### config.mk
export PLATFORM = sky130hd
export DESIGN_NAME = mc_control
export DESIGN_NICKNAME = d
export VERILOG_FILES = /design/src/rtl/mips_pkg.sv /design/src/rtl/mc_dispatch.sv /design/src/rtl/mc_control.sv
export SDC_FILE = /design/constraint.sdc
export NUM_CORES = 1
export LEC_CHECK = 0
export CAP_MARGIN = 20
export CORE_MARGIN = 10
export CORE_UTILIZATION = 39
export DETAILED_ROUTE_END_ITERATION = 8
export PLACE_DENSITY = 0.79
export SYNTH_ARGS = -nofsm -noshare
export SYNTH_HDL_FRONTEND = slang
export SYNTH_SLANG_ARGS = --single-unit
### constraint.sdc
create_clock -name i_clk -period 2 [get_ports i_clk]
set_clock_uncertainty 0.05 [all_clocks]
set_input_delay 0.4 -clock i_clk [delete_from_list [all_inputs] [get_ports i_clk]]
set_output_delay 0.4 -clock i_clk [all_outputs]
set_load 0.05 [all_outputs]
### src/rtl/mips_pkg.sv
`default_nettype none
// ============================================================================
// Module   : mips_pkg
// Purpose  : Shared opcode/function codes, control FSM states and mux codes
//            for the multi-cycle MIPS core.
// Revision : 1.0 - initial release
// ============================================================================
package mips_pkg;

    localparam logic [5:0] C_OP_RTYPE = 6'h00;
    localparam logic [5:0] C_OP_J     = 6'h02;
    localparam logic [5:0] C_OP_BEQ   = 6'h04;
    localparam logic [5:0] C_OP_BNE   = 6'h05;
    localparam logic [5:0] C_OP_ADDI  = 6'h08;
    localparam logic [5:0] C_OP_ADDIU = 6'h09;
    localparam logic [5:0] C_OP_ANDI  = 6'h0C;
    localparam logic [5:0] C_OP_ORI   = 6'h0D;
    localparam logic [5:0] C_OP_XORI  = 6'h0E;
    localparam logic [5:0] C_OP_LUI   = 6'h0F;
    localparam logic [5:0] C_OP_LW    = 6'h23;
    localparam logic [5:0] C_OP_SW    = 6'h2B;

    localparam logic [5:0] C_FN_SLL  = 6'h00;
    localparam logic [5:0] C_FN_SRL  = 6'h02;
    localparam logic [5:0] C_FN_SRA  = 6'h03;
    localparam logic [5:0] C_FN_JR   = 6'h08;
    localparam logic [5:0] C_FN_ADD  = 6'h20;
    localparam logic [5:0] C_FN_ADDU = 6'h21;
    localparam logic [5:0] C_FN_SUB  = 6'h22;
    localparam logic [5:0] C_FN_SUBU = 6'h23;
    localparam logic [5:0] C_FN_AND  = 6'h24;
    localparam logic [5:0] C_FN_OR   = 6'h25;
    localparam logic [5:0] C_FN_XOR  = 6'h26;
    localparam logic [5:0] C_FN_NOR  = 6'h27;
    localparam logic [5:0] C_FN_SLT  = 6'h2A;
    localparam logic [5:0] C_FN_SLTU = 6'h2B;

    typedef enum logic [3:0] {
        S_IDLE     = 4'd0,
        S_FETCH    = 4'd1,
        S_DECODE   = 4'd2,
        S_EXEC_R   = 4'd3,
        S_WB_R     = 4'd4,
        S_EXEC_I   = 4'd5,
        S_WB_I     = 4'd6,
        S_MEM_ADDR = 4'd7,
        S_MEM_RD   = 4'd8,
        S_WB_MEM   = 4'd9,
        S_MEM_WR   = 4'd10,
        S_BRANCH   = 4'd11,
        S_JUMP     = 4'd12,
        S_JR       = 4'd13,
        S_TRAP     = 4'd14
    } state_t;

    localparam logic [1:0] C_PC_SRC_ALU    = 2'b00;
    localparam logic [1:0] C_PC_SRC_ALUOUT = 2'b01;
    localparam logic [1:0] C_PC_SRC_JUMP   = 2'b10;
    localparam logic [1:0] C_PC_SRC_RS     = 2'b11;

    localparam logic [1:0] C_ALUB_RT      = 2'b00;
    localparam logic [1:0] C_ALUB_FOUR    = 2'b01;
    localparam logic [1:0] C_ALUB_IMM     = 2'b10;
    localparam logic [1:0] C_ALUB_IMM_SH2 = 2'b11;

    localparam logic [5:0] C_ALUOP_ADD   = 6'h08;
    localparam logic [5:0] C_ALUOP_SUB   = 6'h04;
    localparam logic [5:0] C_ALUOP_RTYPE = 6'h00;

    // R-type functions implemented by aluControl (JR is handled separately).
    function automatic logic is_alu_func(input logic [5:0] func);
        case (func)
            C_FN_SLL, C_FN_SRL, C_FN_SRA,
            C_FN_ADD, C_FN_ADDU, C_FN_SUB, C_FN_SUBU,
            C_FN_AND, C_FN_OR, C_FN_XOR, C_FN_NOR,
            C_FN_SLT, C_FN_SLTU: is_alu_func = 1'b1;
            default:             is_alu_func = 1'b0;
        endcase
    endfunction

endpackage
`default_nettype wire

### src/rtl/mc_dispatch.sv
`default_nettype none
// ============================================================================
// Module   : mc_dispatch
// Purpose  : Combinational decode of opcode/func into the state that follows
//            DECODE, plus a legal-instruction flag.
// Revision : 1.0 - initial release
// ============================================================================
module mc_dispatch
    import mips_pkg::*;
(
    input  logic [5:0] i_opcode,
    input  logic [5:0] i_func,
    output state_t     o_next_state,
    output logic       o_legal
);

    always_comb begin
        o_next_state = S_TRAP;
        o_legal      = 1'b1;
        case (i_opcode)
            C_OP_RTYPE: begin
                if (i_func == C_FN_JR)
                    o_next_state = S_JR;
                else if (is_alu_func(i_func))
                    o_next_state = S_EXEC_R;
                else
                    o_legal = 1'b0;
            end
            C_OP_ADDI, C_OP_ADDIU, C_OP_ANDI,
            C_OP_ORI, C_OP_XORI, C_OP_LUI:  o_next_state = S_EXEC_I;
            C_OP_LW, C_OP_SW:               o_next_state = S_MEM_ADDR;
            C_OP_BEQ, C_OP_BNE:             o_next_state = S_BRANCH;
            C_OP_J:                         o_next_state = S_JUMP;
            default:                        o_legal = 1'b0;
        endcase
    end

endmodule
`default_nettype wire

### src/rtl/mc_control.sv
`default_nettype none
// ============================================================================
// Module   : mc_control
// Purpose  : Multi-cycle main control FSM: fetch, decode, execute, memory and
//            writeback sequencing with datapath mux/enable generation.
// Revision : 1.0 - initial release
// ============================================================================
module mc_control
    import mips_pkg::*;
#(
    parameter bit ILLEGAL_TRAP = 1'b1
) (
    input  logic       i_clk,
    input  logic       i_rst,
    input  logic [5:0] i_opcode,
    input  logic [5:0] i_func,
    input  logic       i_zero,
    input  logic       i_mem_ack,
    output logic       o_mem_req,
    output logic       o_mem_we,
    output logic       o_iord,
    output logic       o_ir_we,
    output logic       o_mdr_we,
    output logic       o_pc_we,
    output logic [1:0] o_pc_src,
    output logic       o_alu_src_a,
    output logic [1:0] o_alu_src_b,
    output logic [5:0] o_alu_op,
    output logic       o_reg_we,
    output logic       o_reg_dst,
    output logic       o_mem_to_reg,
    output logic       o_retire,
    output logic       o_trap
);

    state_t r_state;
    state_t w_dispatch;
    logic   w_legal;
    logic   w_decode_ok;
    logic   w_ack;

    mc_dispatch u_dispatch (
        .i_opcode     (i_opcode),
        .i_func       (i_func),
        .o_next_state (w_dispatch),
        .o_legal      (w_legal)
    );

    // Reset wins over a coincident ack: the transfer is abandoned, not completed.
    assign w_ack       = i_mem_ack & ~i_rst;
    assign w_decode_ok = w_legal || ILLEGAL_TRAP;

    always_ff @(posedge i_clk) begin
        if (i_rst) begin
            r_state <= S_IDLE;
        end else begin
            case (r_state)
                S_IDLE:     r_state <= S_FETCH;
                S_FETCH:    if (i_mem_ack) r_state <= S_DECODE;
                S_DECODE:   r_state <= w_decode_ok ? w_dispatch : S_FETCH;
                S_EXEC_R:   r_state <= S_WB_R;
                S_WB_R:     r_state <= S_FETCH;
                S_EXEC_I:   r_state <= S_WB_I;
                S_WB_I:     r_state <= S_FETCH;
                S_MEM_ADDR: r_state <= (i_opcode == C_OP_SW) ? S_MEM_WR : S_MEM_RD;
                S_MEM_RD:   if (i_mem_ack) r_state <= S_WB_MEM;
                S_WB_MEM:   r_state <= S_FETCH;
                S_MEM_WR:   if (i_mem_ack) r_state <= S_FETCH;
                S_BRANCH:   r_state <= S_FETCH;
                S_JUMP:     r_state <= S_FETCH;
                S_JR:       r_state <= S_FETCH;
                S_TRAP:     r_state <= S_TRAP;
                default:    r_state <= S_IDLE;
            endcase
        end
    end

    always_comb begin
        o_mem_req    = 1'b0;
        o_mem_we     = 1'b0;
        o_iord       = 1'b0;
        o_ir_we      = 1'b0;
        o_mdr_we     = 1'b0;
        o_pc_we      = 1'b0;
        o_pc_src     = C_PC_SRC_ALU;
        o_alu_src_a  = 1'b0;
        o_alu_src_b  = C_ALUB_RT;
        o_alu_op     = C_ALUOP_RTYPE;
        o_reg_we     = 1'b0;
        o_reg_dst    = 1'b0;
        o_mem_to_reg = 1'b0;
        o_retire     = 1'b0;
        o_trap       = 1'b0;
        case (r_state)
            S_FETCH: begin
                o_mem_req   = 1'b1;
                o_alu_src_b = C_ALUB_FOUR;
                o_alu_op    = C_ALUOP_ADD;
                o_ir_we     = w_ack;
                o_pc_we     = w_ack;
            end
            S_DECODE: begin
                o_alu_src_b = C_ALUB_IMM_SH2;
                o_alu_op    = C_ALUOP_ADD;
                o_retire    = ~w_decode_ok;
            end
            S_EXEC_R: begin
                o_alu_src_a = 1'b1;
                o_alu_src_b = C_ALUB_RT;
                o_alu_op    = C_ALUOP_RTYPE;
            end
            S_WB_R: begin
                o_reg_we  = 1'b1;
                o_reg_dst = 1'b1;
                o_retire  = 1'b1;
            end
            S_EXEC_I: begin
                o_alu_src_a = 1'b1;
                o_alu_src_b = C_ALUB_IMM;
                o_alu_op    = i_opcode;
            end
            S_WB_I: begin
                o_reg_we = 1'b1;
                o_retire = 1'b1;
            end
            S_MEM_ADDR: begin
                o_alu_src_a = 1'b1;
                o_alu_src_b = C_ALUB_IMM;
                o_alu_op    = C_ALUOP_ADD;
            end
            S_MEM_RD: begin
                o_mem_req = 1'b1;
                o_iord    = 1'b1;
                o_mdr_we  = w_ack;
            end
            S_WB_MEM: begin
                o_reg_we     = 1'b1;
                o_mem_to_reg = 1'b1;
                o_retire     = 1'b1;
            end
            S_MEM_WR: begin
                o_mem_req = 1'b1;
                o_mem_we  = 1'b1;
                o_iord    = 1'b1;
                o_retire  = w_ack;
            end
            S_BRANCH: begin
                o_alu_src_a = 1'b1;
                o_alu_src_b = C_ALUB_RT;
                o_alu_op    = C_ALUOP_SUB;
                o_pc_src    = C_PC_SRC_ALUOUT;
                o_pc_we     = (i_opcode == C_OP_BNE) ? ~i_zero : i_zero;
                o_retire    = 1'b1;
            end
            S_JUMP: begin
                o_pc_we  = 1'b1;
                o_pc_src = C_PC_SRC_JUMP;
                o_retire = 1'b1;
            end
            S_JR: begin
                o_pc_we  = 1'b1;
                o_pc_src = C_PC_SRC_RS;
                o_retire = 1'b1;
            end
            S_TRAP: begin
                o_trap = 1'b1;
            end
            default: begin
            end
        endcase
    end

endmodule
`default_nettype wire

==> impl_metrics.ini, run 1 <==
[run_status]
result_of_the_run = aborted with a tool error
flow.stopped_at = 5_1_grt
first-error = [ERROR DPL-0038] Utilization greater than 100%, impossible to legalize

[timing]
worst_endpoint_kind = primary output
repair-timing-grt-worst-ep = o_pc_we

[floorplan]
io_pins = 38
initial_utilization_pct = 42.2
cell_row_count = 15
die_w_um = 63.7
fp.dieH_um = 63.7

[yosys]
synth.ff_latch_count = 4
synthCells = 120
syn-cell-area_um2 = 744
netlist.top_cell.by_area = sky130_fd_sc_hd__nor2_1
ys.flop_type = sky130_fd_sc_hd__dfxtp_1
ys_seq_area_share_pct = 10.8
post-synth-top-count-cell = sky130_fd_sc_hd__nor2_1
synthDominantCellAreaShare_pct = 12.1
synth-edff-count = 0
post_synthesis_average_cell_area_um2 = 6.20
async_reset_ff_share_pct = 0
synth_common_cells = 24 x sky130_fd_sc_hd__nor2_1, 9 x sky130_fd_sc_hd__o21ai_0
syn_nets = 136
synthDistinctLibCells = 37
yosys_warnings = 0
yosys-top-cells-area = sky130_fd_sc_hd__nor2_1 12%, sky130_fd_sc_hd__dfxtp_1 11%, sky130_fd_sc_hd__o21ai_0 6.1%, sky130_fd_sc_hd__nor3_1 4.7%, sky130_fd_sc_hd__o31ai_1 4.0%

[clocking]
cts.path.max_buffers = 2
clock-root-buffer = sky130_fd_sc_hd__clkbuf_4
cts_sinks = 4
cts-hold-fix-buffers = 0
clock_tree.htree_level_count = 1
cts-buffers-inserted = 3

[global_routing]
maximum_number_of_pins_on_one_net_before_global_route_repair = 14

[placed_design]
post-place-cells = 197
placed_wire_length_estimate_um = 3180
place.gp.congestion = 1.03
port_buffers = 37
## per-stage QoR
step,hold WS [ps],util (%),instance area [µm²],setup WS (ps)
after floorplan,419,-,858,-344
after detailed placement,607,89.9,1590,-558
after CTS,549,96.2,1700,-164
after global placement,596,89.9,1590,-501
## what timing repair did
action	CTS
setup endpoints to repair	17
pin swaps	7
setup buffers	6
gates resized for setup	38
## cell families after synthesis
logic type / Yosys count / share of synthesized area, %
flops: 4 / 10.8
mux: 1 / 1.34
simple gates: 58 / 39.0
compound gates: 40 / 38.0
buf+inv: 15 / 8.57
xor+xnor: 2 / 2.35
==> run 2, diff against run 1 <==
--- a/config.mk
+++ b/config.mk
@@ -6,10 +6,10 @@
 export NUM_CORES = 1
 export LEC_CHECK = 0
 export CAP_MARGIN = 20
-export CORE_MARGIN = 10
-export CORE_UTILIZATION = 39
+export CORE_AREA = 10 10 71 73
 export DETAILED_ROUTE_END_ITERATION = 8
-export PLACE_DENSITY = 0.79
+export DIE_AREA = 0 0 81 83
+export PLACE_DENSITY_LB_ADDON = 0.15
 export SYNTH_ARGS = -nofsm -noshare
 export SYNTH_HDL_FRONTEND = slang
 export SYNTH_SLANG_ARGS = --single-unit
==> run 2 against run 1 <==
  * The flow now finishes, with violations (setup timing)
  * Synthesized cell count unchanged
  * Area after synthesis unchanged
==> impl_metrics.ini, run 2 <==
[floorplan]
core_area_mm2 = 0.00363
cell_row_count = 22
die_w_um = 81
io_pins = 38
initial_utilization_pct = 20.5
fp.dieH_um = 83
fp.dieArea_mm2 = 0.00672

[setup_path]
max_stage_delay_ps = 300
crit-reg2reg-launch = r_state[3]$_SDFFE_PP0P_
crit_path_top_delay_cell = sky130_fd_sc_hd__nor4_4
worstReg2RegEnd = r_state[3]$_SDFFE_PP0P_
timing.critical_path.from_type = input port
worst_ep_arrival_time_ps = 1670
worstSetupPathType = input port to output pin
ordered_list_of_cells_on_the_worst_path = buf_6 -> nor4_4 -> nand3_2 -> xnor2_2 -> a31oi_1 -> o32ai_2 -> buf_12
timing.critical_path.required_ps = 1550
endpoint_kind = output pin
critical_path.max_fanout = 2
r2r.worst_path.cells = 5
slack_of_the_worst_reg_to_reg_path_ps = 100

[yosys]
synthDominantCellAreaShare_pct = 12.1
ys_seq_area_share_pct = 10.8
syn-cell-area_um2 = 744
synthDistinctLibCells = 37
netlist.top_cell.by_area = sky130_fd_sc_hd__nor2_1
syn_nets = 136
post-synth-top-count-cell = sky130_fd_sc_hd__nor2_1
synthCells = 120
synth_common_cells = 24 x sky130_fd_sc_hd__nor2_1, 9 x sky130_fd_sc_hd__o21ai_0
yosys_warnings = 0
ys.flop_type = sky130_fd_sc_hd__dfxtp_1
synth-edff-count = 0
async_reset_ff_share_pct = 0
synth.ff_latch_count = 4
yosys-top-cells-area = sky130_fd_sc_hd__nor2_1 12%, sky130_fd_sc_hd__dfxtp_1 11%, sky130_fd_sc_hd__o21ai_0 6.1%, sky130_fd_sc_hd__nor3_1 4.7%, sky130_fd_sc_hd__o31ai_1 4.0%
post_synthesis_average_cell_area_um2 = 6.20

[global_routing]
via_count_of_the_first_global_routing_pass = 1217
overflow = 0
gr-usage-all-layers_pct = 10.6
maximum_number_of_pins_on_one_net_before_global_route_repair = 13
antenna_found_initial = 0
wire_length_of_the_first_global_routing_pass_um = 6010

[timing]
setup_ws_ps = -118
setup_violations = 1
timing.slew.headroom_pct = 73.9
clock.fmax_mhz = 472
fin_crit_sh_pct = 106
worst_margin_pin_slew_ps = 387
maxSlewViolCount = 0
fin_setup_tns_ps = -118
rsz_0062_raised_after_global_routing = yes
hold_viol = 0
final.min_clock_period_ps = 2120
hold-worst-slack_ps = 589

[cells_and_area]
layout_commonest_cell = sky130_fd_sc_hd__buf_4
layout.cells.most_common_list = 30 x sky130_fd_sc_hd__buf_4, 20 x sky130_fd_sc_hd__buf_12, 17 x sky130_fd_sc_hd__nor2_1
flow.area_growth_from_synthesis_pct = 137
largest_register_ffs = 4
fill_cells = 361
fin_nets = 198
drive_above_1_share_pct = 50.6
multi_input_area_um2 = 783
final-seq-area_um2 = 86.3
max_flop_register = r_state
n_antenna_cell = 0
largest_registers = r_state (4)

[pwr]
power.density_cell_area_mw_per_mm2 = 1390
power_switching_share_pct = 52.3
static-leakage-power_nw = 0.697
share_clk_of_total_power_pct = 6.7
design_power_total_mw = 2.46
p_switching_mw = 1.29
sequentialPowerShare_pct = 9.7
irDropWorstVdd_mv = 1.27
fraction_of_power_consumed_by_combinational_cells_pct = 83.5
power_report.internal_total_mw = 1.17

[detailed_routing]
vias_per_cell = 5.07
route.top_layer_used = met4
route.layer.met1.wl_um = 1440
drt_pass1_iterations = 4
route.detailed.wl_per_inst_um = 15.3
initialDrtViolationCount = 142
met3WireLength_um = 157
route.detailed.drc = 0
antenna_violating_nets_post_route = 0
met2_length_um = 1880
postRouteWirelength_um = 3490
detailroute.via_count = 1155

[worst_hold_path]
holdPathStages = 3
hold_path.class = input port to register
min_to = r_state[3]$_SDFFE_PP0P_
hold_path.startpoint = i_rst

[run_status]
violated_checks = setup timing
result_of_the_run = complete, but fails checks

[clocking]
cts_sinks = 4
clock-root-buffer = sky130_fd_sc_hd__clkbuf_8
cts-buffers-inserted = 3
cts.path.max_buffers = 2
cts_tree = built
clock_tree.htree_level_count = 1
cts-hold-fix-buffers = 0
clkSlewWorstSetupHoldPaths_ps = 30
clk_latency_worst_skew_pair_ps = 210

[flow_run]
drv.max_cap_violation_count = 0

[placed_design]
place.gp.congestion = 0.858
port_buffers = 37
placed_wire_length_estimate_um = 2780
place_worst_setup_slack_ps = -593
-- run 2: cell counts after synthesis --
No cell type changed its count.
-- run 2: worst max path at each step --
| stage | start | end | slack (ps) | cells past startpoint |
|---|---|---|---|---|
| after floorplan | i_opcode[5] | o_pc_we | -340 | 5 |
| after global placement | i_opcode[5] | o_pc_we | -600 | 7 |
| after detailed placement | i_opcode[5] | o_pc_we | -590 | 7 |
| after CTS | i_opcode[3] | o_pc_we | -190 | 7 |
| after global routing | i_opcode[3] | o_pc_we | -250 | 7 |
| final | i_opcode[3] | o_pc_we | -120 | 7 |
-- run 2: area by class of cell --
type / instances / share of cell area, %
multi-input cells: 101 / 44.3
repair buffers: 65 / 43.6
flip-flops and latches: 4 / 4.89
well taps: 48 / 3.40
clock buffers: 3 / 2.34
inverters: 7 / 1.49
-- run 2: per-stage QoR --
step / util, % / area, µm² / std cells
after global placement: 45.1 / 1640 / 223
after floorplan: - / 858 / 120
final: 48.6 / 1770 / 228
after CTS: 47.8 / 1740 / 227
after detailed placement: 45.1 / 1640 / 223
after global routing: 48.6 / 1770 / 228
-- run 2: worst max-delay path: cells and delay by family --
family / cells / cell delay (ps)
compound gates: 2 / 390
xor+xnor: 1 / 170
buf+inv: 2 / 280
simple gates: 2 / 430
-- run 2: logic make-up (layout without fill, tap and decap cells) --
kind of cell,Yosys count,in the layout,share of synthesized area (%)
mux,1,1,1.34
buf+inv,15,75,8.57
xor+xnor,2,2,2.35
compound gates,40,40,38.0
flops,4,4,10.8
simple gates,58,58,39.0
-- run 2: power by group through the flow --
stage | clock [mW] | sequential, mW | combinational [mW]
2_1_floorplan | 0 | 0.135 | 1.20
3_3_place_gp | 0 | 0.215 | 1.98
3_5_place_dp | 0 | 0.213 | 1.99
4_1_cts | 0.171 | 0.227 | 2.02
5_1_grt | 0.178 | 0.250 | 2.18
6_report | 0.165 | 0.239 | 2.06
-- run 2: timing repair --
item,CTS,global route
resized for setup,34,9
setup buffers,1,1
endpoints found under the setup margin,16,13
pin swaps,6,3
-- run 2: routing by layer --
layer  GRT usage (%)  vias to the layer above
li1                -                      569
met1            13.4                      545
met2            18.5                       39
met3            1.83                        2
met4           0.939                        0
met5               0                        -
Power figures use the tool's default switching activity.
==> run 3, diff against run 2 <==
--- a/config.mk
+++ b/config.mk
@@ -10,6 +10,7 @@
 export DETAILED_ROUTE_END_ITERATION = 8
 export DIE_AREA = 0 0 81 83
 export PLACE_DENSITY_LB_ADDON = 0.15
+export SETUP_SLACK_MARGIN = 0.05
 export SYNTH_ARGS = -nofsm -noshare
 export SYNTH_HDL_FRONTEND = slang
 export SYNTH_SLANG_ARGS = --single-unit
==> run 3 against run 2 <==
  * Sequential share of layout area up 0.28 points
  * The run still ends with setup timing left
  * Cell area up 1.3%
  * Hold slack worse by 14 ps
  * Clock-buffer cell count unchanged
  * Largest power group unchanged
==> impl_metrics.ini, run 3 (synthesis results as in run 2) <==
[timing]
timing.slew.headroom_pct = 76.2
rsz_0062_raised_after_global_routing = yes
setup_violations = 1
maxSlewViolCount = 0
worst_margin_pin_slew_ps = 354
fin_crit_sh_pct = 105
setup_ws_ps = -101
clock.fmax_mhz = 476
final.min_clock_period_ps = 2100
hold_viol = 0
hold-worst-slack_ps = 575

[floorplan]
core_area_mm2 = 0.00363
io_pins = 38
fp.dieArea_mm2 = 0.00672
cell_row_count = 22
initial_utilization_pct = 20.5
die_w_um = 81
fp.dieH_um = 83

[global_routing]
wire_length_of_the_first_global_routing_pass_um = 6110
overflow = 0
antenna_found_initial = 0
maximum_number_of_pins_on_one_net_before_global_route_repair = 16
gr-usage-all-layers_pct = 10.8
via_count_of_the_first_global_routing_pass = 1274

[setup_path]
worst_ep_arrival_time_ps = 1650
max_stage_delay_ps = 290
crit_path_top_delay_cell = sky130_fd_sc_hd__o32ai_2
r2r.worst_path.cells = 5
critPathCapture = o_pc_we
worstSetupPathType = input port to output pin
critical_path.max_fanout = 2
crit-reg2reg-launch = r_state[0]$_SDFFE_PP0P_
worstReg2RegEnd = r_state[3]$_SDFFE_PP0P_
startpoint = i_opcode[3]
endpoint_kind = output pin
slack_of_the_worst_reg_to_reg_path_ps = 230
ordered_list_of_cells_on_the_worst_path = buf_6 -> nor4_4 -> nand3_1 -> xnor2_1 -> a31oi_1 -> o32ai_2 -> buf_12
timing.critical_path.required_ps = 1550
timing.critical_path.from_type = input port

[cells_and_area]
largest_registers = r_state (4)
drive_above_1_share_pct = 52.7
fin_nets = 202
largest_register_ffs = 4
number_of_cells_in_the_finished_layout_apart_from_fillers = 232
max_flop_register = r_state
flow.area_growth_from_synthesis_pct = 141
n_antenna_cell = 0
layout.cells.most_common_list = 35 x sky130_fd_sc_hd__buf_4, 19 x sky130_fd_sc_hd__buf_12, 16 x sky130_fd_sc_hd__nor2_1, 8 x sky130_fd_sc_hd__nor2_2, 8 x sky130_fd_sc_hd__o21ai_0
layout_commonest_cell = sky130_fd_sc_hd__buf_4

[placed_design]
place.gp.congestion = 0.800
port_buffers = 37
post-place-cells = 229
placed_wire_length_estimate_um = 2860

[clocking]
cts_tree = built
post-cts-setup-buffers = 0
cts-hold-fix-buffers = 0
clk_latency_worst_skew_pair_ps = 210
clkSlewWorstSetupHoldPaths_ps = 30
cts-buffers-inserted = 3
cts_sinks = 4
clock_tree.htree_level_count = 1
clock-root-buffer = sky130_fd_sc_hd__clkbuf_8
cts.path.max_buffers = 2

[pwr]
irDropWorstVdd_mv = 1.26
power.density_cell_area_mw_per_mm2 = 1380
static-leakage-power_nw = 0.720

[run_status]
violated_checks = setup timing
result_of_the_run = complete, but fails checks

[detailed_routing]
route.detailed.wl_per_inst_um = 15.2
drt_pass1_iterations = 6
vias_per_cell = 5.03
detailroute.via_count = 1168
postRouteWirelength_um = 3530
route.detailed.drc = 0
antenna_violating_nets_post_route = 0
initialDrtViolationCount = 89

[flow_run]
drv.max_cap_violation_count = 0

[worst_hold_path]
hold_path.class = input port to register
## run 3: changes by cell type in the layout (fill, tap and decap cells not counted), moves of 2 or more
cell,previous run,this run
sky130_fd_sc_hd__nand2_1,5,7
sky130_fd_sc_hd__nor3_2,0,2
sky130_fd_sc_hd__nand2_2,2,0
sky130_fd_sc_hd__nor3_4,4,2
sky130_fd_sc_hd__buf_4,30,35
sky130_fd_sc_hd__dfxtp_4,1,3
## run 3: worst max-delay path, delay by kind of cell
family | cells | cell delay, ps
buffers and inverters | 2 | 280
AO/OA/AOI/OAI | 2 | 400
AND/OR/NAND/NOR | 2 | 400
XOR/XNOR | 1 | 170
## run 3: worst min-delay path by stage
stage	from	cells past startpoint	endpoint	slack, ps
floorplan	i_rst	1	r_state[2]$_SDFFE_PP0P_	420
CTS	i_rst	3	r_state[3]$_SDFFE_PP0P_	590
detailed placement	r_state[2]$_SDFFE_PP0P_	3	r_state[2]$_SDFFE_PP0P_	680
global route	i_rst	3	r_state[2]$_SDFFE_PP0P_	600
global placement	r_state[2]$_SDFFE_PP0P_	2	r_state[0]$_SDFFE_PP0P_	680
finish	i_rst	3	r_state[2]$_SDFFE_PP0P_	580
## run 3: cell type report
cell class | count | area [µm²]
inverters | 7 | 26.3
clock buffers | 3 | 41.3
repair buffers | 69 | 790
fillers | 372 | 1840
multi-input cells | 101 | 781
flip-flops and latches | 4 | 92.6
well taps | 48 | 60.1
## run 3: per-layer routing
metal | global-route usage (%) | wire length [µm]
met1 | 13.7 | 1440
met2 | 18.3 | 1870
met3 | 1.83 | 196
met4 | 2.35 | 20
met5 | 0 | 0
## run 3: stage by stage
| stage | setup WS (ps) | area [µm²] | setup TNS (ps) | util, % | power, mW |
|---|---|---|---|---|---|
| global placement | -586 | 1660 | -1460 | 45.8 | 2.21 |
| global route | -241 | 1790 | -241 | 49.3 | 2.63 |
| floorplan | -344 | 856 | -461 | - | 1.32 |
| CTS | -220 | 1750 | -220 | 48.2 | 2.44 |
| detailed placement | -600 | 1660 | -1680 | 45.8 | 2.22 |
| finish | -101 | 1790 | -101 | 49.3 | 2.47 |
## run 3: power by group
group | internal [mW] | switching [mW] | total, mW
Sequential | 0.135 | 0.117 | 0.252
Combinational | 0.926 | 1.13 | 2.05
Clock | 0.128 | 0.0385 | 0.166
## run 3: what timing repair did
action | 4_1_cts | 5_1_grt
cloned | 0 | 0
gates resized for setup | 34 | 14
pin swaps | 5 | 3
endpoints found under the setup margin | 23 | 16
==> RTL edit: new RTL, flow settings as in run 2 <==
`ILLEGAL_TRAP`: 1'b1 -> 1'b0.
--- a/src/rtl/mc_control.sv
+++ b/src/rtl/mc_control.sv
@@ -8,7 +8,7 @@
 module mc_control
     import mips_pkg::*;
 #(
-    parameter bit ILLEGAL_TRAP = 1'b1
+    parameter bit ILLEGAL_TRAP = 1'b0
 ) (
     input  logic       i_clk,
     input  logic       i_rst,
Formal check against the unedited RTL: not equivalent (a bounded check fails within 4 cycles, from zero or initial values and one cycle with i_rst high).
==> RTL edit against run 2 <==
- global-route usage is 0.72 points higher
- area after synthesis up 24%
- setup slack better by 0.16 ns
- sequential cell count is the same
- critical path depth unchanged
- routed wire length grew 17%
- design area up 14%
- highest routed layer unchanged
Power is left out: it rests on default switching activity, and per cell area and clock period it moved more than threefold.
==> RTL edit: results (changes against run 2) <==
stage,metric,value,unit,change
routing,wl_met2,2.149,mm,was 1.882 mm
worst_setup_path,crit_family,buffers and inverters,,was simple AND/OR/NAND/NOR gates
grt,grt_use_total,11.31,%,was 10.58%
clock_network,cts_sinks,4,,unchanged
worst_setup_path,crit_path_end,o_retire,,was o_pc_we
grt,grt_max_degree,16,,was 13
grt,grt_pass1_vias,1318,,"was 1,217"
grt,grt.met1_usage,13.13,%,was 13.37%
worst_setup_path,cp_slowest_cell,dlygate4sd2_1,,was nor4_4
cells_and_area,buf_share,43.44,%,was 43.56%
sta,whs,0.6118,ns,was 0.5891 ns
cells_and_area,drive_above_1_share,56.60,%,was 50.56%
placement,dp_slack,-0.4591,ns,was -0.5935 ns
grt,grt_pass1_wl,6.465,mm,was 6.009 mm
worst_setup_path,slowest_delay,0.25,ns,was 0.30 ns
routing,routedWlPerCell,15.67,um,was 15.30 um
clock_network,root_buffer,clkbuf_8,,unchanged
cells_and_area,nNonClkBuffers,82,,was 65
routing,num_vias,1355,,"was 1,155"
worst_setup_path,rrSetupSlack,0.35,ns,was 0.10 ns
cells_and_area,seq_area_share,4.164,%,was 4.887%
cells_and_area,nMultiInputCombCells,119,,was 101
cells_and_area,clock_cell_area_share,2.051,%,was 2.337%
cells_and_area,multi_input_area_share,46.61,%,was 44.33%
cells_and_area,antenna-diode-count,0,,unchanged
cells_and_area,reg_top3,r_state (4),,unchanged
worst_setup_path,reg2reg_depth,6,,was 5
yosys,ys_seq_area_share,8.672,%,was 10.76%
grt,met3_usage,2.371,%,was 1.832%
grt,met2_usage,20.68,%,was 18.52%
placement,gp_congestion,0.9140,,was 0.8582
worst_setup_path,timing.rr.start,r_state[0]$_SDFFE_PP0P_,,was r_state[3]$_SDFFE_PP0P_
cells_and_area,nonClockInverterCount,4,,was 7
placement,hpwl,3.207,mm,was 2.778 mm
cells_and_area,fillerInstances,348,,was 361
routing,wl_met1,1.649,mm,was 1.444 mm
sta,tightest_slew,0.3255,ns,was 0.3867 ns
yosys,ys_types,52,,was 37
yosys,synth_nets,156,,was 136
status,status,"finished, final reports clean",,"was finished, violations left"
sta,layout_setup_ws,0.04528,ns,was -0.1182 ns
cells_and_area,nets,230,,was 198
worst_hold_path,min_to,r_state[2]$_SDFFE_PP0P_,,was r_state[3]$_SDFFE_PP0P_
worst_hold_path,hp-class,in2reg,,unchanged
worst_setup_path,worstPathMaxFanout,3,,was 2
yosys,synthTopCellsByArea,"dfxtp_1 8.7%, nor2_1 7.3%, a21oi_1 6.5%, nand2b_1 5.4%, nor3_1 5.4%",,"was nor2_1 12%, dfxtp_1 11%, o21ai_0 6.1%, nor3_1 4.7%, o31ai_1 4.0%"
routing,drt-initial-drc-count,80,,was 142
## RTL edit: cell types whose count changed after synthesis, sizes merged, moves of 3 or more
cell,before,now
buf,1,11
a21oi,5,13
clkbuf,7,2
nor2,24,19
o21ai,9,4
nor3,7,11
and2,0,3
inv,7,4
nand2b,5,8
## RTL edit: timing repair
action                                  4_1_cts  5_1_grt
hold buffers                                  0        0
pin swaps                                    13        5
buffers inserted                             10        0
endpoints found under the setup margin       12        7
gates resized for setup                      47       19
## RTL edit: metrics by stage
stage	utilization [%]	cells	TNS [ns]	instance area, sq um
final	55.41	260	0	2013
after CTS	54.30	260	-0.07136	1973
after global placement	49.21	247	-2.023	1788
after floorplan	-	140	-0.6098	988.4
after global routing	55.41	260	-0.02724	2013
after detailed placement	49.21	247	-2.285	1788
## RTL edit: logic make-up after synthesis
kind of cell,share of synthesized area (%)
AO/OA/AOI/OAI,32.66
XOR/XNOR,1.897
buffers and inverters,11.25
flip-flops,8.672
AND/OR/NAND/NOR,45.53
